## config.mk

```make
export PLATFORM = sky130hd
export DESIGN_NAME = spi_transfer_sequencer
export DESIGN_NICKNAME = d
export VERILOG_FILES = /design/src/rtl/spi_transfer_sequencer.sv
export SDC_FILE = /design/constraint.sdc
export NUM_CORES = 1
export LEC_CHECK = 0
export ABC_AREA = 1
export BUFFER_PORTS_ARGS = -buffer_cell sky130_fd_sc_hd__buf_2
export CELL_PAD_IN_SITES_DETAIL_PLACEMENT = 0
export CELL_PAD_IN_SITES_GLOBAL_PLACEMENT = 1
export CORE_ASPECT_RATIO = 1.4
export CORE_MARGIN = 2
export CORE_UTILIZATION = 39
export DETAILED_ROUTE_END_ITERATION = 10
export GPL_TIMING_DRIVEN = 0
export PLACE_DENSITY_LB_ADDON = 0.1
export SLEW_MARGIN = 5
export SYNTH_ARGS = -nofsm -noshare
export SYNTH_HDL_FRONTEND = slang
export SYNTH_SLANG_ARGS = --single-unit
```

## constraint.sdc

```tcl
create_clock -name CLK100MHZ -period 3.15 [get_ports CLK100MHZ]
set_input_delay 0.315 -clock CLK100MHZ [delete_from_list [all_inputs] [get_ports CLK100MHZ]]
set_output_delay 0.315 -clock CLK100MHZ [all_outputs]
set_load 0.005 [all_outputs]
```

## src/rtl/spi_transfer_sequencer.sv

```systemverilog
// spi_transfer_sequencer
// Sequences one SPI mode-0 transfer of up to DATA_WIDTH bits, MSB first.
// Each state lasts clk_div+1 cycles:
//   CS_SETUP, then SCK_LOW/SCK_HIGH once per bit, then CS_HOLD.
// The outputs feed a registered SPI pin stage.
// Optional feature macro: SPI_READBACK_EN
//   When defined, sdi is shifted into rx_data on every SCK rising phase.
//   When undefined, rx_data is tied to zero and sdi is ignored.
module spi_transfer_sequencer #(
    parameter int NUM_CS     = 1,
    parameter int DATA_WIDTH = 32,
    parameter int DIV_WIDTH  = 8,
    localparam int LEN_W     = $clog2(DATA_WIDTH + 1)
) (
    input  logic                  CLK100MHZ,
    input  logic                  resetn,
    input  logic                  start,
    input  logic [DATA_WIDTH-1:0] tx_data,
    input  logic [LEN_W-1:0]      length,
    input  logic [DIV_WIDTH-1:0]  clk_div,
    input  logic [NUM_CS-1:0]     cs_sel,
    input  logic                  sdi,
    output logic                  busy,
    output logic                  done,
    output logic                  sck_next,
    output logic                  cs_next,
    output logic                  sdo,
    output logic                  slave_en,
    output logic [NUM_CS-1:0]     cs_val,
    output logic [DATA_WIDTH-1:0] rx_data
);

    typedef enum logic [2:0] {
        ST_IDLE     = 3'd0,
        ST_CS_SETUP = 3'd1,
        ST_SCK_LOW  = 3'd2,
        ST_SCK_HIGH = 3'd3,
        ST_CS_HOLD  = 3'd4
    } state_t;

    // Select one bit of a word by a run-time index.
    // A shift is used so the index width need not match the word.
    function automatic logic get_bit(input logic [DATA_WIDTH-1:0] vec,
                                     input logic [LEN_W-1:0]      idx);
        logic [DATA_WIDTH-1:0] sh;
        sh = vec >> idx;
        return sh[0];
    endfunction

    state_t                r_state;
    logic [DIV_WIDTH-1:0]  r_cnt;
    logic [DIV_WIDTH-1:0]  r_div;
    logic [DATA_WIDTH-1:0] r_tx;
    logic [LEN_W-1:0]      r_idx;
    logic                  r_busy;
    logic                  r_done;
    logic                  r_sck;
    logic                  r_cs;
    logic                  r_sdo;
    logic                  r_slave_en;
    logic [NUM_CS-1:0]     r_cs_val;

    logic [LEN_W-1:0]      w_len_clamp;
    logic [LEN_W-1:0]      w_first_idx;
    logic                  w_start_ok;
    logic                  w_cnt_zero;

    // Clamp the requested length and qualify a start request.
    // Also detect the last cycle of the current state.
    always_comb begin
        if (length > LEN_W'(DATA_WIDTH)) begin
            w_len_clamp = LEN_W'(DATA_WIDTH);
        end else begin
            w_len_clamp = length;
        end
        w_first_idx = w_len_clamp - LEN_W'(1);
        w_start_ok  = start && (length != LEN_W'(0));
        w_cnt_zero  = (r_cnt == DIV_WIDTH'(0));
    end

    // Transfer state machine.
    // Every output is registered here, and the dwell counter is
    // reloaded on each state entry.
    always_ff @(posedge CLK100MHZ or negedge resetn) begin
        if (!resetn) begin
            r_state    <= ST_IDLE;
            r_cnt      <= '0;
            r_div      <= '0;
            r_tx       <= '0;
            r_idx      <= '0;
            r_busy     <= 1'b0;
            r_done     <= 1'b0;
            r_sck      <= 1'b0;
            r_cs       <= 1'b0;
            r_sdo      <= 1'b0;
            r_slave_en <= 1'b1;
            r_cs_val   <= '0;
        end else begin
            r_done <= 1'b0;
            case (r_state)
                ST_IDLE: begin
                    if (w_start_ok) begin
                        r_state    <= ST_CS_SETUP;
                        r_cnt      <= clk_div;
                        r_div      <= clk_div;
                        r_tx       <= tx_data;
                        r_idx      <= w_first_idx;
                        r_cs_val   <= cs_sel;
                        r_busy     <= 1'b1;
                        r_cs       <= 1'b1;
                        r_slave_en <= 1'b0;
                        r_sdo      <= get_bit(tx_data, w_first_idx);
                    end else begin
                        r_cnt      <= '0;
                        r_cs_val   <= '0;
                        r_sdo      <= 1'b0;
                        r_sck      <= 1'b0;
                        r_cs       <= 1'b0;
                        r_busy     <= 1'b0;
                        r_slave_en <= 1'b1;
                    end
                end
                ST_CS_SETUP: begin
                    if (w_cnt_zero) begin
                        r_state <= ST_SCK_LOW;
                        r_cnt   <= r_div;
                    end else begin
                        r_cnt <= r_cnt - DIV_WIDTH'(1);
                    end
                end
                ST_SCK_LOW: begin
                    if (w_cnt_zero) begin
                        r_state <= ST_SCK_HIGH;
                        r_cnt   <= r_div;
                        r_sck   <= 1'b1;
                    end else begin
                        r_cnt <= r_cnt - DIV_WIDTH'(1);
                    end
                end
                ST_SCK_HIGH: begin
                    if (w_cnt_zero) begin
                        r_cnt <= r_div;
                        r_sck <= 1'b0;
                        if (r_idx == LEN_W'(0)) begin
                            // Last bit has been clocked out.
                            r_state <= ST_CS_HOLD;
                            r_sdo   <= 1'b0;
                        end else begin
                            r_state <= ST_SCK_LOW;
                            r_idx   <= r_idx - LEN_W'(1);
                            r_sdo   <= get_bit(r_tx, r_idx - LEN_W'(1));
                        end
                    end else begin
                        r_cnt <= r_cnt - DIV_WIDTH'(1);
                    end
                end
                ST_CS_HOLD: begin
                    if (w_cnt_zero) begin
                        r_state    <= ST_IDLE;
                        r_busy     <= 1'b0;
                        r_done     <= 1'b1;
                        r_cs       <= 1'b0;
                        r_slave_en <= 1'b1;
                        r_cs_val   <= '0;
                    end else begin
                        r_cnt <= r_cnt - DIV_WIDTH'(1);
                    end
                end
                default: begin
                    r_state    <= ST_IDLE;
                    r_cnt      <= '0;
                    r_busy     <= 1'b0;
                    r_sck      <= 1'b0;
                    r_cs       <= 1'b0;
                    r_sdo      <= 1'b0;
                    r_slave_en <= 1'b1;
                    r_cs_val   <= '0;
                end
            endcase
        end
    end

`ifdef SPI_READBACK_EN
    logic [DATA_WIDTH-1:0] r_rx;
    logic                  w_rx_clear;
    logic                  w_rx_shift;

    // Receive strobes.
    // Clear on start acceptance; shift on the SCK_LOW to SCK_HIGH edge.
    always_comb begin
        w_rx_clear = (r_state == ST_IDLE) && w_start_ok;
        w_rx_shift = (r_state == ST_SCK_LOW) && w_cnt_zero;
    end

    // Receive shift register.
    // The first received bit ends up in the MSB position of the transfer.
    always_ff @(posedge CLK100MHZ or negedge resetn) begin
        if (!resetn) begin
            r_rx <= '0;
        end else if (w_rx_clear) begin
            r_rx <= '0;
        end else if (w_rx_shift) begin
            r_rx <= (r_rx << 1) | DATA_WIDTH'(sdi);
        end else begin
            r_rx <= r_rx;
        end
    end

    assign rx_data = r_rx;
`else
    logic w_unused_sdi;
    assign w_unused_sdi = sdi;
    assign rx_data      = '0;
`endif

    assign busy     = r_busy;
    assign done     = r_done;
    assign sck_next = r_sck;
    assign cs_next  = r_cs;
    assign sdo      = r_sdo;
    assign slave_en = r_slave_en;
    assign cs_val   = r_cs_val;

endmodule
```

==> results of run 1 <==
## metal layers
| layer | part of all wire, % | GRT usage (%) |
|---|---|---|
| met3 | 5.0 | 4.44 |
| met1 | 41 | 24.5 |
| met4 | 2.9 | 9.66 |
| met5 | 0 | 0 |
| met2 | 51 | 36.1 |
## kinds of logic (layout without fill, tap and decap cells)
family	Yosys count	count (layout)	synth area share [%]
compound gates	62	62	9.44
xor+xnor	11	11	2.66
fa+ha+maj	3	3	0.960
buf+inv	93	166	13.1
flops	63	63	40.4
mux	1	1	0.288
other cells	1	32	0.0959
simple gates	297	297	33.1
## worst register-to-register path: stages (launching register included)
cell and delay (ns):
dfrtp_1 0.31, buf_2 0.25, inv_4 0.12, buf_2 0.22
ha_1 0.30, buf_2 0.28, clkinvlp_4 0.28, a21oi_1 0.17
a22oi_1 0.17, nand2_1 0.10, nand3_1 0.08, a21oi_1 0.16
nor3_1 0.06, nand2_1 0.06, nand2_1 0.07, nand2_1 0.06
nand2_1 0.04
## synthesized netlist by cell type
library cell  instances  area share (%)
nor4_1                1            0.16
a21oi_4               1            0.42
xor2_2                1            0.42
dfrtp_1              62              40
o211ai_1              3            0.58
nand4_1               1            0.16
nand2_8               2             1.0
nand2_1             199              19
o31ai_1               1            0.19
nand3_1              54             6.9
a22oi_1               8             1.5
buf_6                 3            0.86
nor2_4                1            0.29
conb_1                1           0.096
mux2_2                1            0.29
a31oi_1               2            0.32
nand2_4               1            0.29
dfstp_2               1            0.67
nor2_1               24             2.3
inv_1                38             3.6
buf_1                 1           0.096
a22o_1                1            0.22
o21ai_1               2            0.26
o221ai_1              3            0.67
xor2_1                7             1.6
o21ai_0              20             2.6
nand2_2               4            0.64
nor3_1                5            0.64
nand3_2               1            0.26
buf_2                14             1.8
a21oi_1              21             2.7
inv_2                 2            0.19
nor3_2                1            0.26
or3_1                 1            0.16
xnor2_1               3            0.67
clkinv_1              2            0.19
buf_4                33             6.3
ha_1                  3            0.96
nand3_4               2            0.90
## report_power, final
part           internal [uW]  switching (uW)  leakage, uW
clock                    690             357     0.000151
sequential              1200             224     0.000783
combinational            796            1330      0.00167
## placed cells by master (no fill, tap or decap), types with 3 or more instances in the layout
master     count
xnor2_1        3
buf_2         68
o221ai_1       3
ha_1           3
nor2_1        24
inv_1         37
nor3_1         5
clkbuf_1       3
buf_4         36
nand2_1      199
clkbuf_16      9
nand3_1       54
conb_1        32
a21oi_1       21
o21ai_0       20
xor2_1         7
nand2_2        4
buf_6          3
o211ai_1       3
a22oi_1        8
dfrtp_1       62
## flip-flops by register name, indices dropped and copies added (netlist names)
register,cells
r_tx,32
cs_val,1
r_state,3
r_idx,6
r_div,8
sck_next,1
cs_next,1
slave_en,1
sdo,1
r_cnt,8
done,1
## final cells by class
type	instances	share of cell area (%)
Multi-Input combinational cell	406	40.3
Sequential cell	63	32.9
Buffer	51	7.40
Timing Repair Buffer	57	6.10
Clock buffer	12	4.93
Tap cell	135	3.52
Inverter	42	3.41
Clock inverter	4	1.46
## stage by stage
stage | power (uW) | setup slack (ns) | instances | TNS [ns] | cell area [um2]
5_1_grt | 5010 | 0.0465 | 770 | 0 | 4800
3_3_place_gp | 3500 | -0.0964 | 752 | -0.0964 | 4470
3_5_place_dp | 3520 | -0.136 | 752 | -0.136 | 4470
4_1_cts | 4590 | 0.0543 | 768 | 0 | 4780
2_1_floorplan | 2910 | 0.905 | 562 | 0 | 4030
6_report | 4600 | 0.307 | 770 | 0 | 4800
## worst paths after layout
| kind | slack [ns] | depth (start not counted) | from | endpoint |
|---|---|---|---|---|
| worst min-delay path | 0.07 | 1 | resetn | r_div[2] |
| min in group CLK100MHZ | 0.19 | 3 | tx_data[15] | r_tx[15] |
| worst max-delay path | 0.31 | 16 | r_idx[0] | sdo |
| worst max register to register | 0.31 | 16 | r_idx[0] | sdo |
| max in group asynchronous | 2.51 | 1 | resetn | r_tx[2] |
| worst min register to register | 0.47 | 2 | r_div[7] | r_div[7] |
## repair_timing
action,4_1_cts,5_1_grt
cloned,0,0
setup endpoints to repair,1,1
buffers inserted,0,2
gates resized for setup,1,2
==> flow_summary.ini, run 1 <==
[worst_setup_path]
critical-path-max-stage-delay_ns = 0.31
critPathKind = flop to flop
cpLargestDelayFamily = buffers and inverters
worst_setup_path_end_kind = flop
startpoint_type = flop
critPathBufInv = 5
worstPathCellList = buf_2 > inv_4 > buf_2 > ha_1 > buf_2 > clkinvlp_4 > a21oi_1 > a22oi_1 > nand2_1 > nand3_1 > a21oi_1 > nor3_1 > nand2_1 > nand2_1 > nand2_1 > nand2_1
slowest_stage = dfrtp_1
path_common_cell = nand2_1
crit_arrival_ns = 3.07
required_ns = 3.38
cp_max_fo = 10

[logic_synthesis]
yosysWarnings = 0
synthesis.instances = 531
yosysSeqAreaShare_pct = 40.4
syn_area_um2 = 3910
synth-seq-cells = 63
syn_area_per_cell_um2 = 7.36
ys_types = 39

[timing]
post-route-period-util_pct = 90.3
fmax_mhz = 352
slew_headroom_pct = 44.5
hold_viol_final = 0
worst_pin_slew_ns = 0.832
slew_violations = 0
fin_crit_ns = 2.84
finalSetupViolCount = 0
skew_ns = 0.00529
rsz0062_at_grt = no
whs_ns = 0.0723

[clock_tree]
htree_levels = 3
cts-root-buf = clkbuf_16
cts_made_buffers = 9
cts.sinks = 63
hold_buffers = 0
clk_latency_ns = 0.34
cts.clk_slew.worst_paths_ns = 0.05
tritoncts = built
cts.path.max_buffers = 2

[status]
outcome = finished, final reports clean

[die]
core_um2 = 9850
floorplan.initialDensity_pct = 39.7
io_pins = 90
die_x_um = 88.6
die_h_um = 122
placementRows = 43
dieArea_um2 = 10900

[global_route]
grt_pass1_vias = 3434
grt_pass1_wl_um = 17000
grtUsageTotal_pct = 21.0
grt_max_degree = 64
grt_overflow = 0
antenna_found_initial = 0

[drt]
finalWirelength_um = 10700
wire_per_inst_um = 13.9
via_count = 3637
drc_errors = 0
drtPass1Iterations = 4
drtIter0Drc = 186
viasPerCell = 4.72
antenna_left = 0

[cells_and_area]
multi_input_area_um2 = 1940
drive_gt1_share_pct = 22.0
antennaDiodeCount = 0
area_growth_pct = 22.8
fin_nets = 684
register_area_um2 = 1580
utilization_pct = 48.8
fillers = 1050

[pwr]
cellLeakagePower_uw = 0.00260
p_per_area_nw_per_um2 = 958
ir_worst_vdd_uv = 294

[min_path]
hp-class = primary input to asynchronous set/reset pin

[place]
port_buffers = 55
dp_hpwl_um = 7990
gp_congestion = 0.850

[job]
drv_cap = 0
Note: power is estimated with default switching activity, not from simulation.
==> run 2, diff against run 1 <==
--- a/config.mk
+++ b/config.mk
@@ -11,7 +11,8 @@
 export CELL_PAD_IN_SITES_GLOBAL_PLACEMENT = 1
 export CORE_ASPECT_RATIO = 1.4
 export CORE_MARGIN = 2
-export CORE_UTILIZATION = 39
+export CORE_UTILIZATION = 40
+export CTS_BUF_LIST = sky130_fd_sc_hd__clkbuf_2
 export DETAILED_ROUTE_END_ITERATION = 10
 export GPL_TIMING_DRIVEN = 0
 export PLACE_DENSITY_LB_ADDON = 0.1
==> run 2 against run 1 <==
Effect of this change:
- non-clock buffer count is 37 higher
- power shrank 11%
- hold slack got worse by 0.051 ns
- critical path depth unchanged
- first-iteration DRC count grew 11%
- register-to-register slack worse by 0.098 ns
- final area up 3.6%
- largest power group unchanged
==> flow_summary.ini, run 2 (synthesized netlist as in run 1, its figures left out) <==
[place]
port_buffers = 55
placedInstanceArea_um2 = 4470
pre_cts_ws_ns = -0.122
dp_cells = 749
gp_congestion = 0.867
dp_hpwl_um = 8040

[timing]
slew_violations = 0
post-route-period-util_pct = 93.4
rsz0062_at_grt = no
worst_pin_slew_ns = 0.822
skew_ns = 0.0198
slew_headroom_pct = 45.2
finalSetupViolCount = 0
fmax_mhz = 340
fin_crit_ns = 2.94
setup_ws_ns = 0.209
finalSetupTns_ns = 0
hold_viol_final = 0

[cells_and_area]
multi_input_area_um2 = 1940
layout_commonest_cell = nand2_1
utilization_pct = 52.3
fillers = 1000
fin_area_um2 = 4970
largest_reg_flops = 32
drive_gt1_share_pct = 21.0
fin_cells = 805
most-common-layout-cells = nand2_1, buf_2, dfrtp_1
fin_nets = 721
register_area_um2 = 1580
reg_top3 = r_tx (32), r_cnt (8), r_div (8)
top_register = r_tx
area_growth_pct = 27.2

[global_route]
grtUsageTotal_pct = 22.4
grt_pass1_wl_um = 18000
grt_pass1_vias = 3653
grt_max_degree = 64
antenna_found_initial = 1
grt_overflow = 0

[worst_setup_path]
worst_setup_path_end_kind = flop
startpoint_type = flop
required_ns = 3.63
critPathKind = flop to flop
crit_arrival_ns = 3.42
cp_max_fo = 10

[pwr]
ir_worst_vdd_uv = 325
p_per_area_nw_per_um2 = 822
cellLeakagePower_uw = 0.00267

[die]
dieArea_um2 = 10600
die_h_um = 121
io_pins = 90
die_x_um = 87.6
core_um2 = 9510
floorplan.initialDensity_pct = 41.1
placementRows = 42

[clock_tree]
cts-root-buf = clkbuf_2
cts.clk_slew.worst_paths_ns = 0.18
cts.sinks = 63
cts_made_buffers = 9
cts.path.max_buffers = 2
tritoncts = built
htree_levels = 3
clk_latency_ns = 0.54

[drt]
drc_errors = 0
drtPass1Iterations = 4
via_count = 3762
drtIter0Drc = 206
viasPerCell = 4.67
finalWirelength_um = 11100
wire_per_inst_um = 13.8
antenna_left = 0

[status]
outcome = finished, final reports clean

[min_path]
hp-class = primary input to flop

[job]
drv_cap = 0
==> run 2: cell types whose count changed in the layout (fill, tap and decap cells not counted), sizes merged <==
cell | previous run | this run
bufinv | 2 | 1
inv | 40 | 39
diode | 0 | 1
clkinv | 3 | 4
clkbuf | 12 | 13
clkinvlp | 1 | 2
dlygate4sd3 | 0 | 38
buf | 108 | 106
==> run 2: final cells by class <==
| class | count | area share [%] |
|---|---|---|
| buffer | 51 | 7.19 |
| tap | 132 | 3.32 |
| inverter | 42 | 3.27 |
| antenna | 1 | 0.0503 |
| clock buffer | 12 | 1.21 |
| multi-input combinational | 406 | 38.9 |
| timing repair buffer | 94 | 13.4 |
| sequential | 63 | 31.7 |
| clock inverter | 4 | 0.931 |
==> run 2: power breakdown <==
group / internal, uW / switching (uW)
Sequential: 1190 / 231
Combinational: 817 / 1350
Clock: 189 / 314
Total: 2190 / 1890
==> run 2: stage by stage <==
| stage | hold slack [ns] | power (uW) |
|---|---|---|
| floorplan | 0.0194 | 2910 |
| CTS | 0.000617 | 4070 |
| global route | 0.00545 | 4450 |
| detailed placement | 0.459 | 3530 |
| finish | 0.0212 | 4090 |
| global placement | 0.453 | 3490 |
==> run 2: path summary, 6_finish.rpt <==
path / startpoint / to / slack, ns / depth (start not counted)
worst max-delay path: r_idx[0] / sdo / 0.21 / 16
worst min-delay path: tx_data[29] / r_tx[29] / 0.02 / 3
worst max register to register: r_idx[0] / sdo / 0.21 / 16
worst min register to register: r_tx[18] / r_tx[18] / 0.50 / 2
max in group asynchronous: resetn / r_tx[5] / 2.23 / 2
min in group asynchronous: resetn / r_div[1] / 0.36 / 2
==> run 2: routing by layer <==
layer / GRT usage (%) / part of all wire [%] / vias to the layer above
li1: - / - / 1914
met2: 40.4 / 53 / 88
met1: 25.8 / 41 / 1739
met4: 9.04 / 2.3 / 0
met3: 3.27 / 3.6 / 21
met5: 0 / 0 / -
==> run 2: critical path, cell delays in order, from the launching register on <==
cell	delay, ns
dfrtp_1	0.35
buf_2	0.24
clkinv_2	0.24
buf_2	0.26
ha_1	0.31
clkbuf_4	0.21
clkinvlp_4	0.20
a21oi_1	0.06
a22oi_1	0.34
nand2_1	0.10
nand3_1	0.10
a21oi_1	0.07
nor3_1	0.13
nand2_1	0.06
nand2_1	0.09
nand2_1	0.05
nand2_1	0.06
==> run 2: repair_timing <==
action / CTS / global route
buffers inserted: 0 / 1
setup endpoints to repair: 1 / 1
hold buffers: 37 / 1
pin swaps: 0 / 0
resized for setup: 1 / 2
cloned: 0 / 0
endpoints found under the hold margin: 98 / 1
==> run 3, diff against run 2 <==
--- a/config.mk
+++ b/config.mk
@@ -6,14 +6,14 @@
 export NUM_CORES = 1
 export LEC_CHECK = 0
 export ABC_AREA = 1
-export BUFFER_PORTS_ARGS = -buffer_cell sky130_fd_sc_hd__buf_2
 export CELL_PAD_IN_SITES_DETAIL_PLACEMENT = 0
 export CELL_PAD_IN_SITES_GLOBAL_PLACEMENT = 1
 export CORE_ASPECT_RATIO = 1.4
 export CORE_MARGIN = 2
-export CORE_UTILIZATION = 40
+export CORE_UTILIZATION = 47
 export CTS_BUF_LIST = sky130_fd_sc_hd__clkbuf_2
 export DETAILED_ROUTE_END_ITERATION = 10
+export DONT_BUFFER_PORTS = 1
 export GPL_TIMING_DRIVEN = 0
 export PLACE_DENSITY_LB_ADDON = 0.1
 export SLEW_MARGIN = 5
==> run 3 against run 2 <==
Effect of this change:
- register-to-register slack got worse by 0.05 ns
- highest routed layer unchanged
- die area fell by 14%
- critical path type unchanged
- sequential share of layout area rose by 1.5 points
- combinational power fell by 3%
- cell count fell by 9.8%
- first-iteration DRC count fell by 31%
- sequential cell count did not move
- wire length fell by 4.5%
- count of clock-buffer cells in the layout fell by 1
==> flow_summary.ini, run 3 (synthesized netlist as in run 1, its figures left out) <==
[status]
outcome = finished, final reports clean

[worst_setup_path]
worst_setup_path_end_kind = flop
critPathKind = flop to flop
startpoint_type = flop
slowest_stage = dfrtp_1
critical-path-max-stage-delay_ns = 0.36
crit_arrival_ns = 3.40
required_ns = 3.56
critPathBufInv = 5
cpLargestDelayFamily = buffers and inverters
path_common_cell = nand2_1
reg2reg_from = r_idx[0]
cp-startpoint = r_idx[0]
cp_max_fo = 10
worstPathCellList = buf_2 > clkinv_2 > buf_2 > ha_1 > buf_2 > clkinvlp_4 > a21oi_1 > a22oi_1 > nand2_1 > nand3_1 > a21oi_1 > nor3_1 > nand2_1 > nand2_1 > nand2_1 > nand2_1

[timing]
worst_pin_slew_ns = 0.535
finalSetupTns_ns = 0
slew_headroom_pct = 64.3
fin_crit_ns = 2.99
whs_ns = 0.256
slew_violations = 0
hold_viol_final = 0
fmax_mhz = 335
skew_ns = 0.0197
finalSetupViolCount = 0
post-route-period-util_pct = 94.9

[cells_and_area]
largest_reg_flops = 32
fillers = 833
utilization_pct = 58.7
multi_input_area_um2 = 1940
fin_nets = 672
layout_commonest_cell = nand2_1
most-common-layout-cells = nand2_1, dfrtp_1, nand3_1
reg_top3 = r_tx (32), r_cnt (8), r_div (8)
area_growth_pct = 21.5
register_area_um2 = 1580
top_register = r_tx
drive_gt1_share_pct = 14.0

[clock_tree]
tritoncts = built
cts.clk_slew.worst_paths_ns = 0.18
cts_made_buffers = 9
cts-root-buf = clkbuf_2
clk_latency_ns = 0.51
cts.sinks = 63
cts.path.max_buffers = 2
htree_levels = 3

[drt]
drtIter0Drc = 143
viasPerCell = 4.96
antenna_left = 0
drtPass1Iterations = 4
via_count = 3599
wire_per_inst_um = 14.7
finalWirelength_um = 10600
drc_errors = 0

[pwr]
p_seq_share_pct = 35.0
ir_worst_vdd_uv = 400
cellLeakagePower_uw = 0.00250
clock_power_share_pct = 13.6
p_sw_share_pct = 45.0
p_per_area_nw_per_um2 = 859
p_sw_uw = 1840
p_int_uw = 2250
combPwrFrac_pct = 51.4

[global_route]
met1_usage_pct = 28.2
grt_use_met3_pct = 5.59
grt_pass1_wl_um = 17400
grt_overflow = 0
grt_use_met2_pct = 44.8
grt_busiest_layer = met2
grt_max_degree = 64
grtUsageTotal_pct = 25.3
antenna_found_initial = 1
grt_pass1_vias = 3701

[die]
core_um2 = 8100
die_h_um = 112
die_x_um = 81.1
io_pins = 90
placementRows = 39
floorplan.initialDensity_pct = 48.3
dieArea_um2 = 9080

[min_path]
hp-start = length[5]
hp-class = primary input to flop

[job]
drv_cap = 0

[place]
dp_hpwl_um = 7630
port_buffers = 0
gp_congestion = 0.829
==> run 3: cell types whose count changed in the layout (fill, tap and decap cells not counted), sizes merged <==
| cell | change |
|---|---|
| bufinv | +1 |
| clkinvlp | -1 |
| clkbuf | -2 |
| clkinv | +1 |
| buf | -52 |
| dlygate4sd3 | +4 |
==> run 3: worst paths after layout <==
| check | endpoint | slack, ns | depth (start not counted) |
|---|---|---|---|
| hold / removal | r_idx[4] | 0.26 | 5 |
| max in group asynchronous | r_tx[4] | 2.54 | 2 |
| setup / recovery | sdo | 0.16 | 16 |
| setup reg to reg | sdo | 0.16 | 16 |
| hold reg to reg | r_div[5] | 0.49 | 2 |
| min in group asynchronous | r_div[2] | 0.29 | 2 |
==> run 3: through the flow <==
stage | power, uW | cells | cell area [um2] | worst slack [ns]
5_1_grt | 4500 | 726 | 4750 | -0.00383
3_3_place_gp | 3390 | 664 | 4150 | -0.0441
2_1_floorplan | 2910 | 562 | 4030 | 0.905
3_5_place_dp | 3420 | 664 | 4150 | -0.0453
4_1_cts | 4050 | 723 | 4730 | 0.102
6_report | 4080 | 726 | 4750 | 0.161
==> run 3: cell type report <==
cell class                      count  share of cell area, %
Clock buffer                       11                   1.16
Clock inverter                      5                   1.53
Multi-Input combinational cell    406                   40.7
Buffer                             51                   7.48
Sequential cell                    63                   33.2
Tap cell                          102                   2.69
Inverter                           42                   3.42
Timing Repair Buffer               45                   9.74
Antenna cell                        1                 0.0527
==> run 3: worst reg2reg max path, delay by kind of cell, from the launching register on <==
| kind | cells | cell delay (ns) |
|---|---|---|
| buf+inv | 5 | 1.28 |
| simple gates | 7 | 0.45 |
| flops | 1 | 0.36 |
| fa+ha+maj | 1 | 0.29 |
| compound gates | 3 | 0.48 |
==> run 3: routing by layer <==
metal | up-vias | part of all wire, %
li1 | 1812 | -
met1 | 1666 | 39
met2 | 102 | 53
met3 | 19 | 5.5
met4 | 0 | 2.4
met5 | - | 0
==> run 3: repair_timing <==
item	in CTS	in global routing
hold buffers	43	0
pin swaps	0	0
resized for setup	1	1
endpoints found under the setup margin	1	1
buffers inserted	0	2
hold endpoints to repair	107	0
==> run 3: power groups by stage <==
stage / Combinational [uW] / Clock (uW) / Sequential, uW
after global routing: 2400 / 615 / 1480
after global placement: 1950 / 0 / 1440
after floorplan: 1520 / 0 / 1380
after detailed placement: 1980 / 0 / 1440
after CTS: 2050 / 575 / 1420
final: 2100 / 556 / 1430
